`src/rtl/tse_phy_link_mgr.sv`:
```
// Clause-22 MDIO master and link sequencer driving the TSE MAC speed selects.
// Define TSE_PHY_MGMT_HOST_EN to add the host register-access port.
//
// state     | meaning
// WAIT_RST  | settle delay after reset
// INIT_WR   | BMCR write (AN enable + restart)
// IDLE      | poll interval, host grant point
// RD_BMSR   | read BMSR, keep link bit
// RD_SPD    | read PHY-specific status
// UPDATE    | load link/speed outputs
// HOST_XFER | host-requested frame
module tse_phy_link_mgr #(
    parameter logic [4:0]  PHY_ADDR    = 5'd0,
    parameter int          MDC_DIV     = 25,
    parameter int          RESET_WAIT  = 500000,
    parameter int          POLL_CYCLES = 5000000,
    parameter logic [15:0] INIT_DATA   = 16'h1200,
    parameter logic [4:0]  SPEED_REG   = 5'd17
) (
    input  logic        clk_clk,
    input  logic        reset_reset,
    output logic        mdc,
    input  logic        mdio_in,
    output logic        mdio_out,
    output logic        mdio_oen,
    output logic        set_1000,
    output logic        set_10,
    output logic        link_up,
    output logic [1:0]  speed,
    output logic        busy
`ifdef TSE_PHY_MGMT_HOST_EN
    ,
    input  logic        host_req,
    input  logic        host_wr,
    input  logic [4:0]  host_reg,
    input  logic [15:0] host_wdata,
    output logic        host_ack,
    output logic [15:0] host_rdata
`endif
);

    localparam int CMAX = (POLL_CYCLES > RESET_WAIT) ? POLL_CYCLES : RESET_WAIT;
    localparam int CW   = $clog2(CMAX + 1);
    localparam int DW   = (MDC_DIV > 1) ? $clog2(MDC_DIV) : 1;

    typedef enum logic [2:0] {
        WAIT_RST, INIT_WR, IDLE, RD_BMSR, RD_SPD, UPDATE, HOST_XFER
    } state_t;

    state_t         state;
    logic [CW-1:0]  cnt;
    logic [DW-1:0]  div_cnt;
    logic [5:0]     bit_idx;
    logic [63:0]    tx_sh;
    logic [63:0]    l_vec;
    logic [15:0]    rx_sh;
    logic [15:0]    l_data;
    logic [4:0]     l_reg;
    logic           l_read;
    logic           launch;
    logic           frm_read;
    logic           frm_end;
    logic           bmsr_link;
    logic           host_pend;
    logic [1:0]     spd_code;
    logic           spd_link;

`ifdef TSE_PHY_MGMT_HOST_EN
    assign host_pend = host_req & ~host_ack;
`else
    assign host_pend = 1'b0;
`endif

    assign frm_end  = busy & mdc & (div_cnt == '0) & (bit_idx == 6'd63);
    assign spd_code = rx_sh[15:14];
    assign spd_link = bmsr_link & rx_sh[10];
    // Read frames keep driving ones; the pad is released from TA onward anyway.
    assign l_vec = {32'hFFFF_FFFF, 2'b01, (l_read ? 2'b10 : 2'b01), PHY_ADDR, l_reg,
                    (l_read ? 2'b11 : 2'b10), (l_read ? 16'hFFFF : l_data)};

    always_comb begin
        launch = 1'b0;
        l_read = 1'b1;
        l_reg  = 5'd1;
        l_data = 16'hFFFF;
        case (state)
            WAIT_RST: if (cnt == '0) begin
                launch = 1'b1;
                l_read = 1'b0;
                l_reg  = 5'd0;
                l_data = INIT_DATA;
            end
            IDLE: if (!host_pend && cnt == '0) launch = 1'b1;
            RD_SPD: if (!busy) begin
                launch = 1'b1;
                l_reg  = SPEED_REG;
            end
`ifdef TSE_PHY_MGMT_HOST_EN
            HOST_XFER: if (!busy) begin
                launch = 1'b1;
                l_read = ~host_wr;
                l_reg  = host_reg;
                l_data = host_wdata;
            end
`endif
            default: ;
        endcase
    end

    always_ff @(posedge clk_clk) begin
        if (reset_reset) begin
            state     <= WAIT_RST;
            cnt       <= CW'(RESET_WAIT - 1);
            mdc       <= 1'b0;
            mdio_out  <= 1'b1;
            mdio_oen  <= 1'b1;
            busy      <= 1'b0;
            div_cnt   <= '0;
            bit_idx   <= '0;
            tx_sh     <= '1;
            rx_sh     <= '0;
            frm_read  <= 1'b0;
            bmsr_link <= 1'b0;
            set_1000  <= 1'b0;
            set_10    <= 1'b0;
            link_up   <= 1'b0;
            speed     <= 2'b01;
`ifdef TSE_PHY_MGMT_HOST_EN
            host_ack   <= 1'b0;
            host_rdata <= '0;
`endif
        end else begin
`ifdef TSE_PHY_MGMT_HOST_EN
            host_ack <= 1'b0;
`endif
            if (launch) begin
                busy     <= 1'b1;
                mdc      <= 1'b0;
                div_cnt  <= DW'(MDC_DIV - 1);
                bit_idx  <= '0;
                tx_sh    <= {l_vec[62:0], 1'b1};
                mdio_out <= l_vec[63];
                mdio_oen <= 1'b0;
                frm_read <= l_read;
            end else if (busy) begin
                if (div_cnt != '0) begin
                    div_cnt <= div_cnt - 1'b1;
                end else begin
                    div_cnt <= DW'(MDC_DIV - 1);
                    if (!mdc) begin
                        mdc <= 1'b1;
                        if (bit_idx >= 6'd48) rx_sh <= {rx_sh[14:0], mdio_in};
                    end else begin
                        mdc <= 1'b0;
                        if (bit_idx == 6'd63) begin
                            busy     <= 1'b0;
                            mdio_out <= 1'b1;
                            mdio_oen <= 1'b1;
                        end else begin
                            bit_idx  <= bit_idx + 6'd1;
                            mdio_out <= tx_sh[63];
                            tx_sh    <= {tx_sh[62:0], 1'b1};
                            mdio_oen <= frm_read & (bit_idx >= 6'd45);
                        end
                    end
                end
            end

            case (state)
                WAIT_RST: begin
                    if (cnt == '0) state <= INIT_WR;
                    else           cnt   <= cnt - 1'b1;
                end
                INIT_WR: if (frm_end) begin
                    state <= IDLE;
                    cnt   <= CW'(POLL_CYCLES - 1);
                end
                IDLE: begin
                    if (host_pend)      state <= HOST_XFER;
                    else if (cnt == '0) state <= RD_BMSR;
                    else                cnt   <= cnt - 1'b1;
                end
                RD_BMSR: if (frm_end) begin
                    bmsr_link <= rx_sh[2];
                    state     <= RD_SPD;
                end
                RD_SPD: if (frm_end) state <= UPDATE;
                UPDATE: begin
                    // Code 11 covers both the reserved code and an all-ones absent PHY.
                    if (spd_code == 2'b11) begin
                        link_up  <= 1'b0;
                        set_1000 <= 1'b0;
                        set_10   <= 1'b0;
                    end else begin
                        speed    <= spd_code;
                        link_up  <= spd_link;
                        set_1000 <= spd_link & (spd_code == 2'b10);
                        set_10   <= spd_link & (spd_code == 2'b00);
                    end
                    cnt   <= CW'(POLL_CYCLES - 1);
                    state <= host_pend ? HOST_XFER : IDLE;
                end
                HOST_XFER: if (frm_end) begin
`ifdef TSE_PHY_MGMT_HOST_EN
                    host_ack   <= 1'b1;
                    host_rdata <= rx_sh;
`endif
                    state <= IDLE;
                end
                default: state <= WAIT_RST;
            endcase
        end
    end

endmodule

```
`config.mk`:
```
export PLATFORM = sky130hd
export DESIGN_NAME = tse_phy_link_mgr
export DESIGN_NICKNAME = d
export VERILOG_FILES = /design/src/rtl/tse_phy_link_mgr.sv
export SDC_FILE = /design/constraint.sdc
export NUM_CORES = 1
export LEC_CHECK = 0
export CAP_MARGIN = 25
export CORE_MARGIN = 1
export CORE_UTILIZATION = 55
export CTS_CLUSTER_DIAMETER = 100
export DETAILED_ROUTE_END_ITERATION = 6
export PLACE_DENSITY = 0.74
export SYNTH_ARGS = -nofsm -noshare
export SYNTH_HDL_FRONTEND = slang
export SYNTH_SLANG_ARGS = --single-unit
```
`constraint.sdc`:
```
create_clock -name clk_clk -period 3.46 [get_ports clk_clk]
set_input_delay 0.692 -clock clk_clk [delete_from_list [all_inputs] [get_ports clk_clk]]
set_output_delay 0.692 -clock clk_clk [all_outputs]
set_load 0.1 [all_outputs]
```
==> impl_metrics.json, run 1 <==
{
  "dp_slack_ns": 0.518,
  "final.period_utilization_pct": 85.5,
  "dpl.hpwl_um": 7110,
  "status": "finished, final reports clean",
  "io_pins": 12,
  "syn_area_per_cell_um2": 8.69,
  "dp_cells": 724,
  "worst_slack_ns": 0.502,
  "ys_types": 50,
  "ant_nets": 0,
  "first_iter_violations": 204,
  "cts_resized": 0,
  "start_util_pct": 57.2,
  "die_h_um": 100,
  "std_cell_rows": 35,
  "cts_sinks": 127,
  "final_area_um2": 6160,
  "synthCells": 611,
  "p_leak_nw": 2.26,
  "end_kind": "flip-flop",
  "cap_violations": 0,
  "synth_seq_area_share_pct": 47.9,
  "postRouteWirelength_um": 11400,
  "worstSetupStartpointType": "flip-flop",
  "insertion_delay_ns": 0.52,
  "netSwitchingPower_mw": 0.701,
  "r2r_start": "cnt[8]$_SDFFE_PP1P_",
  "synth_area_leader_cell": "dfxtp_1",
  "cts_tree": "yes",
  "nFillCells": 774,
  "antenna_cells": 0,
  "ys_warn_count": 0,
  "hp-class": "flip-flop to flip-flop",
  "vias": 4556,
  "path_class": "flip-flop to flip-flop",
  "hold_start": "rx_sh[8]$_SDFFE_PP0P_",
  "pwr-share-comb_pct": 1.5,
  "synthesis.nets": 624,
  "routed_via_density": 6.03,
  "crit_start": "cnt[8]$_SDFFE_PP1P_",
  "die_x_um": 100,
  "gp_congestion": 0.916,
  "drive_above_1_share_pct": 9.58,
  "drc_errors": 0,
  "post_cts_buffers": 0,
  "wire_per_inst_um": 15.1,
  "worstMarginPinSlew_ns": 1.05,
  "grt_max_degree": 42,
  "fin_util_pct": 66.4,
  "numCtsBuffers": 17,
  "relSlewSlack_pct": 29.4,
  "sequentialPowerShare_pct": 44.7,
  "antenna_found_initial": 0,
  "p_int_mw": 2.60,
  "grt_first_pass_wirelength_um": 19600,
  "crit_path_max_fanout": 12,
  "hold_slack_ns": 0.461,
  "clkSlewWorstSetupHoldPaths_ns": 0.06,
  "drv_slew": 0,
  "hold_viol_final": 0,
  "placed_cell_area_um2": 5570,
  "fmax_ghz": 0.338,
  "arrival_ns": 3.37,
  "synth-seq-cells": 127,
  "first_pass_iters": 5,
  "synth_edf_count": 0,
  "total_power_mw": 3.30,
  "rsz0062_at_grt": "false",
  "power_density_nw_per_um2": 535,
  "grt_pass1_vias": 4193,
  "grt_util_all_layers_pct": 24.5,
  "netlist_area_um2": 5310,
  "fin_skew_ns": 0.00561,
  "synth_top_cell_area_share_pct": 47.9,
  "postSynth.asyncResetShare_pct": 0,
  "htree_num_levels": 4,
  "final_cell_mix": "127 x dfxtp_1, 89 x nand2_1, 61 x nand3_1",
  "ys.flop_type": "dfxtp_1",
  "cts_hold_buf": 0,
  "mostFrequentLayoutCell": "dfxtp_1",
  "io_buffer_count": 11,
  "fp.coreArea_um2": 9280,
  "p_clk_share_pct": 53.8,
  "switching_share_pct": 21.3,
  "ys_top_cells_by_area": "dfxtp_1 48%, nand2_1 6.3%, nand3_1 5.7%",
  "clock_tree.root_cell": "clkbuf_8",
  "required_ns": 3.87,
  "tns_ns": 0,
  "peakVddDrop_uv": 538,
  "grt_overflow": 0,
  "fin_cells": 755,
  "syn_to_final_growth_pct": 16.0,
  "nNetsFinal": 627,
  "die_area_um2": 10100,
  "finalCriticalPeriod_ns": 2.96,
  "clock_path_buffers": 2,
  "setup_violations": 0
}
path summary, 6_finish.rpt:
path,to,slack (ns),cells after the start
max,cnt[2]$_SDFFE_PP1P_,0.50,6
min reg2reg,rx_sh[9]$_SDFFE_PP0P_,0.46,2
max reg2reg,cnt[2]$_SDFFE_PP1P_,0.50,6
min,rx_sh[9]$_SDFFE_PP0P_,0.46,2
cells by family after synthesis:
family / after synthesis / synth area share (%)
xor+xnor: 7 / 1.15
flops: 127 / 47.9
simple gates: 259 / 23.7
buf+inv: 59 / 4.47
compound gates: 142 / 19.1
fa+ha+maj: 10 / 2.36
mux: 7 / 1.34
worst max-delay path: stages, from the launching register on:
cell and delay [ns]:
dfxtp_1 0.35, or4_1 0.68, or4_1 0.70, nor3_2 0.45, buf_4 0.25, nor4_1 0.06, or3_1 0.34
cell usage after synthesis, types with 2 or more instances:
| cell | count |
|---|---|
| o211ai_1 | 4 |
| o21a_1 | 3 |
| nand2_1 | 89 |
| inv_1 | 15 |
| or3_1 | 14 |
| nand4_1 | 4 |
| o21ai_0 | 27 |
| nor4_1 | 11 |
| xnor2_1 | 3 |
| o311ai_0 | 4 |
| or2_2 | 3 |
| buf_2 | 7 |
| or3b_2 | 2 |
| o311a_1 | 2 |
| nor3_1 | 12 |
| a21oi_1 | 29 |
| nand2b_1 | 2 |
| a211o_1 | 2 |
| o31a_1 | 2 |
| mux2i_1 | 6 |
| a31oi_1 | 11 |
| xor2_1 | 4 |
| a311o_1 | 2 |
| dfxtp_1 | 127 |
| nor2_1 | 35 |
| o31ai_1 | 15 |
| or4_1 | 18 |
| ha_1 | 10 |
| a221o_1 | 29 |
| clkbuf_1 | 36 |
| nand3_1 | 61 |
| o22ai_1 | 3 |
| a211oi_1 | 2 |
final cells by class:
| class | count | area (um^2) | share of cell area [%] |
|---|---|---|---|
| sequential | 127 | 2540 | 41.3 |
| multi-input combinational | 425 | 2550 | 41.4 |
| clock inverter | 13 | 164 | 2.66 |
| tap | 129 | 161 | 2.62 |
| clock buffer | 18 | 428 | 6.94 |
| timing repair buffer | 28 | 258 | 4.18 |
| inverter | 15 | 56.3 | 0.914 |
power groups by stage:
| stage | registers (mW) | logic, mW | clock network (mW) |
|---|---|---|---|
| floorplan | 1.50 | 0.0342 | 0 |
| global placement | 1.50 | 0.0446 | 0 |
| detailed placement | 1.50 | 0.0488 | 0 |
| CTS | 1.47 | 0.0495 | 1.80 |
| global route | 1.47 | 0.0545 | 1.86 |
| finish | 1.47 | 0.0492 | 1.77 |
per-layer routing:
layer  part of all wire, %  GRT usage (%)  up-vias  wire (um)
met3                   3.6           6.13       20        415
li1                      -              -     2255          -
met5                     0              0        -          0
met4                   1.9           11.4        0        213
met1                    48           30.9     2187       5430
met2                    47           39.5       94       5310
registers in the layout (all words and copies together), names as in the netlist:
name / count
bit_idx: 6
bmsr_link: 1
busy: 1
cnt: 23
div_cnt: 5
frm_read: 1
link_up: 1
mdc: 1
mdio_oen: 1
mdio_out: 1
rx_sh: 16
set_10: 1
set_1000: 1
speed: 2
state: 3
tx_sh: 63
Note: power is estimated with default switching activity, not from simulation.
==> inputs of run 2 (changes only) <==
--- a/config.mk
+++ b/config.mk
@@ -11,6 +11,7 @@
 export CTS_CLUSTER_DIAMETER = 100
 export DETAILED_ROUTE_END_ITERATION = 6
 export PLACE_DENSITY = 0.74
+export SLEW_MARGIN = 20
 export SYNTH_ARGS = -nofsm -noshare
 export SYNTH_HDL_FRONTEND = slang
 export SYNTH_SLANG_ARGS = --single-unit
==> impl_metrics.json, run 2 (synthesis gave the netlist of run 1 again) <==
{
  "fin_skew_ns": 0.00675,
  "fp.coreArea_um2": 9280,
  "cts_hold_buf": 0,
  "die_x_um": 100,
  "grt_max_degree": 42,
  "ant_nets": 0,
  "required_ns": 3.87,
  "dpl.hpwl_um": 6930,
  "io_buffer_count": 11,
  "io_pins": 12,
  "hold_viol_final": 0,
  "grt_util_all_layers_pct": 24.4,
  "multi_input_area_um2": 2560,
  "relSlewSlack_pct": 35.2,
  "htree_num_levels": 4,
  "antenna_cells": 0,
  "clock_path_buffers": 2,
  "nFillCells": 779,
  "final.period_utilization_pct": 86.4,
  "mostFrequentLayoutCell": "dfxtp_1",
  "setup_violations": 0,
  "first_pass_iters": 5,
  "clock_tree.root_cell": "clkbuf_8",
  "cpPeakStageDelay_ns": 0.67,
  "final_cell_mix": "127 x dfxtp_1, 89 x nand2_1, 61 x nand3_1",
  "insertion_delay_ns": 0.53,
  "drive_above_1_share_pct": 9.76,
  "power_density_nw_per_um2": 549,
  "start_util_pct": 57.2,
  "wire_per_inst_um": 15.0,
  "nNetsFinal": 625,
  "std_cell_rows": 35,
  "routed_via_density": 5.98,
  "cpMaxStageDelayCell": "o41ai_1",
  "regMostFlops": "tx_sh",
  "worstSetupStartpointType": "flip-flop",
  "rsz0062_at_grt": "false",
  "tns_ns": 0,
  "drc_errors": 0,
  "largest_register_ffs": 63,
  "crit_chain": "ha_1, nand3_1, o41ai_1, o21ai_0, buf_2, o311a_1, a311o_1",
  "grt_overflow": 0,
  "antenna_found_initial": 0,
  "finalCriticalPeriod_ns": 2.99,
  "cp_top_family": "compound AO/OA/AOI/OAI gates",
  "numCtsBuffers": 17,
  "p_leak_nw": 2.26,
  "die_h_um": 100,
  "cap_violations": 0,
  "worstMarginPinSlew_ns": 0.968,
  "largestRegisters": "tx_sh x63, cnt x23, rx_sh x16",
  "arrival_ns": 3.40,
  "hp-class": "flip-flop to flip-flop",
  "grt_pass1_vias": 4224,
  "end_kind": "flip-flop",
  "cts_tree": "yes",
  "gp_congestion": 0.916,
  "regArea_um2": 2540,
  "cts_sinks": 127,
  "first_iter_violations": 165,
  "postRouteWirelength_um": 11300,
  "cts_resized": 0,
  "clkSlewWorstSetupHoldPaths_ns": 0.06,
  "syn_to_final_growth_pct": 16.0,
  "path_class": "flip-flop to flip-flop",
  "peakVddDrop_uv": 416,
  "fin_util_pct": 66.4,
  "vias": 4512,
  "die_area_um2": 10100,
  "critPathBufInv": 1,
  "status": "finished, final reports clean",
  "fmax_ghz": 0.335,
  "drv_slew": 0,
  "grt_first_pass_wirelength_um": 19700,
  "post_cts_buffers": 0,
  "crit_path_max_fanout": 7
}
run 2: stage by stage:
step                setup WS (ns)  instance area, um^2  total power, mW  hold slack, ns  std cells
global route                0.309                 6160             3.49           0.486        754
CTS                         0.494                 6160             3.41           0.468        754
finish                      0.471                 6160             3.39           0.464        754
floorplan                   0.500                 5310             1.54           0.439        611
detailed placement          0.514                 5530             1.55           0.453        722
global placement            0.556                 5520             1.55           0.446        721
run 2: path summary, 6_finish.rpt:
path | from | cells past startpoint | to | slack (ns)
setup / recovery | bit_idx[0]$_SDFFE_PP0P_ | 7 | cnt[13]$_SDFFE_PP1P_ | 0.47
hold / removal | set_1000$_SDFFE_PP0P_ | 2 | set_1000$_SDFFE_PP0P_ | 0.46
setup reg to reg | bit_idx[0]$_SDFFE_PP0P_ | 7 | cnt[13]$_SDFFE_PP1P_ | 0.47
hold reg to reg | set_1000$_SDFFE_PP0P_ | 2 | set_1000$_SDFFE_PP0P_ | 0.46
run 2: metal layers:
metal / global-route usage (%) / routed length, um / vias to the layer above
met5: 0 / 0 / -
li1: - / - / 2254
met1: 31.1 / 5360 / 2166
met4: 10.1 / 179 / 0
met3: 5.78 / 406 / 17
met2: 39.8 / 5340 / 75
run 2: report_power, final:
group / leakage (nW) / switching [mW] / internal [mW]
logic: 0.941 / 0.0328 / 0.0145
clock network: 0.297 / 0.685 / 1.18
registers: 1.03 / 0.00565 / 1.47
total: 2.26 / 0.723 / 2.66
run 2: area by class of cell:
| class | instances | area share (%) |
|---|---|---|
| Sequential cell | 127 | 41.3 |
| Multi-Input combinational cell | 425 | 41.6 |
| Timing Repair Buffer | 26 | 3.49 |
| Clock buffer | 17 | 6.72 |
| Tap cell | 129 | 2.62 |
| Inverter | 15 | 0.914 |
| Clock inverter | 15 | 3.43 |
run 2: worst min-delay path: stages (launching register included):
cell and delay (ns):
dfxtp_1 0.31, nand2_1 0.05, a21oi_1 0.05
==> inputs of run 3 (changes only) <==
--- a/config.mk
+++ b/config.mk
@@ -6,7 +6,7 @@
 export NUM_CORES = 1
 export LEC_CHECK = 0
 export CAP_MARGIN = 25
-export CORE_MARGIN = 1
+export CORE_MARGIN = 10
 export CORE_UTILIZATION = 55
 export CTS_CLUSTER_DIAMETER = 100
 export DETAILED_ROUTE_END_ITERATION = 6
==> constraint.sdc (replaced) <==
create_clock -name clk_clk -period 2.8 [get_ports clk_clk]
set_input_delay 0.56 -clock clk_clk [delete_from_list [all_inputs] [get_ports clk_clk]]
set_output_delay 0.56 -clock clk_clk [all_outputs]
set_load 0.1 [all_outputs]
==> impl_metrics.json, run 3 (synthesis gave the netlist of run 1 again) <==
{
  "die_area_um2": 14000,
  "fmax_ghz": 0.366,
  "grt_max_degree": 47,
  "crit_start": "cnt[8]$_SDFFE_PP1P_",
  "reg2reg_slack_ns": 0.07,
  "insertion_delay_ns": 0.53,
  "grt_overflow": 0,
  "grt_pass1_vias": 4291,
  "nNetsFinal": 632,
  "numCtsBuffers": 17,
  "ant_nets": 0,
  "r2r_start": "cnt[8]$_SDFFE_PP1P_",
  "final.period_utilization_pct": 97.5,
  "total_power_mw": 4.12,
  "required_ns": 3.25,
  "postRouteWirelength_um": 11800,
  "rsz0062_at_grt": "false",
  "hp-class": "flip-flop to flip-flop",
  "antenna_found_initial": 0,
  "arrival_ns": 3.18,
  "start_util_pct": 57.0,
  "largestRegisters": "tx_sh x63, cnt x23, rx_sh x16",
  "antenna_cells": 0,
  "first_pass_iters": 5,
  "grt_first_pass_wirelength_um": 20100,
  "reg2regPathDepth": 6,
  "nFillCells": 745,
  "timing.rr.end": "cnt[20]$_SDFFE_PP0P_",
  "crit_path_max_fanout": 8,
  "drc_errors": 0,
  "die_h_um": 118,
  "fin_skew_ns": 0.00729,
  "cts_tree": "yes",
  "status": "finished, final reports clean",
  "regMostFlops": "tx_sh",
  "routed_via_density": 6.04,
  "endpoint": "cnt[20]$_SDFFE_PP0P_",
  "std_cell_rows": 35,
  "gp_congestion": 0.845,
  "tns_ns": 0,
  "drive_above_1_share_pct": 11.7,
  "largest_register_ffs": 63,
  "io_pins": 12,
  "clock_path_buffers": 2,
  "drv_slew": 0,
  "cap_violations": 0,
  "worstMarginPinSlew_ns": 0.579,
  "peakVddDrop_uv": 543,
  "relSlewSlack_pct": 61.1,
  "cts_hold_buf": 0,
  "power_density_nw_per_um2": 667,
  "htree_num_levels": 4,
  "mostFrequentLayoutCell": "dfxtp_1",
  "worst_slack_ns": 0.0690,
  "first_iter_violations": 483,
  "clkSlewWorstSetupHoldPaths_ns": 0.06,
  "vias": 4598,
  "p_leak_nw": 2.30,
  "die_x_um": 118,
  "hold_viol_final": 0,
  "finalCriticalPeriod_ns": 2.73,
  "clock_tree.root_cell": "clkbuf_8",
  "grt_util_all_layers_pct": 17.0,
  "path_class": "flip-flop to flip-flop",
  "setup_violations": 0,
  "dp_slack_ns": 0.156,
  "syn_to_final_growth_pct": 16.3,
  "dpl.hpwl_um": 7340,
  "worstSetupStartpointType": "flip-flop",
  "io_buffer_count": 11,
  "cts_sinks": 127,
  "wire_per_inst_um": 15.5,
  "final_cell_mix": "125 x dfxtp_1, 89 x nand2_1, 61 x nand3_1",
  "fp.coreArea_um2": 9330,
  "end_kind": "flip-flop"
}
run 3: area by class of cell:
cell class / instances / area (um^2) / share of cell area (%)
clock inverter: 9 / 131 / 2.13
clock buffer: 23 / 477 / 7.71
tap: 129 / 161 / 2.61
inverter: 15 / 56.3 / 0.911
sequential: 127 / 2540 / 41.2
timing repair buffer: 33 / 253 / 4.09
multi-input combinational: 425 / 2560 / 41.4
run 3: how the worst min path moves through the flow:
stage	from	to	slack (ns)	cells after the start
floorplan	tx_sh[33]$_SDFFE_PP1P_	tx_sh[33]$_SDFFE_PP1P_	0.44	2
global placement	tx_sh[42]$_SDFFE_PP1P_	tx_sh[43]$_SDFFE_PP1P_	0.45	2
detailed placement	set_1000$_SDFFE_PP0P_	set_1000$_SDFFE_PP0P_	0.45	2
CTS	rx_sh[7]$_SDFFE_PP0P_	rx_sh[8]$_SDFFE_PP0P_	0.46	2
global route	rx_sh[7]$_SDFFE_PP0P_	rx_sh[8]$_SDFFE_PP0P_	0.48	2
finish	rx_sh[3]$_SDFFE_PP0P_	rx_sh[4]$_SDFFE_PP0P_	0.46	2
run 3: through the flow:
stage / util, % / instance area (um^2) / std cells / hold WS, ns
2_1_floorplan: - / 5320 / 611 / 0.439
3_3_place_gp: 59.7 / 5570 / 729 / 0.447
3_5_place_dp: 59.7 / 5570 / 729 / 0.450
4_1_cts: 66.2 / 6180 / 761 / 0.461
5_1_grt: 66.3 / 6180 / 761 / 0.482
6_report: 66.3 / 6180 / 761 / 0.462
run 3: worst max-delay path, stage by stage (launching register included):
cell and delay, ns:
dfxtp_1 0.36, or4_1 0.56, or4_1 0.56, buf_4 0.20, or3_1 0.35, or4_1 0.43, a21oi_1 0.19
run 3: report_power, final:
| group | leakage, nW | switching (mW) | total (mW) | internal (mW) |
|---|---|---|---|---|
| clock | 0.290 | 0.790 | 2.24 | 1.45 |
| combinational | 0.980 | 0.0410 | 0.0596 | 0.0186 |
| sequential | 1.03 | 0.00673 | 1.82 | 1.81 |
run 3: what timing repair did:
item	CTS	global route
gates resized for setup	0	1
setup buffers	0	0
endpoints found under the setup margin	0	5
run 3: routing by layer:
metal,GRT usage (%),vias to the layer above,part of all wire (%)
li1,-,2277,-
met2,27.5,94,48
met3,4.57,24,3.9
met4,8.27,0,2.3
met1,20.5,2203,46
met5,0,-,0
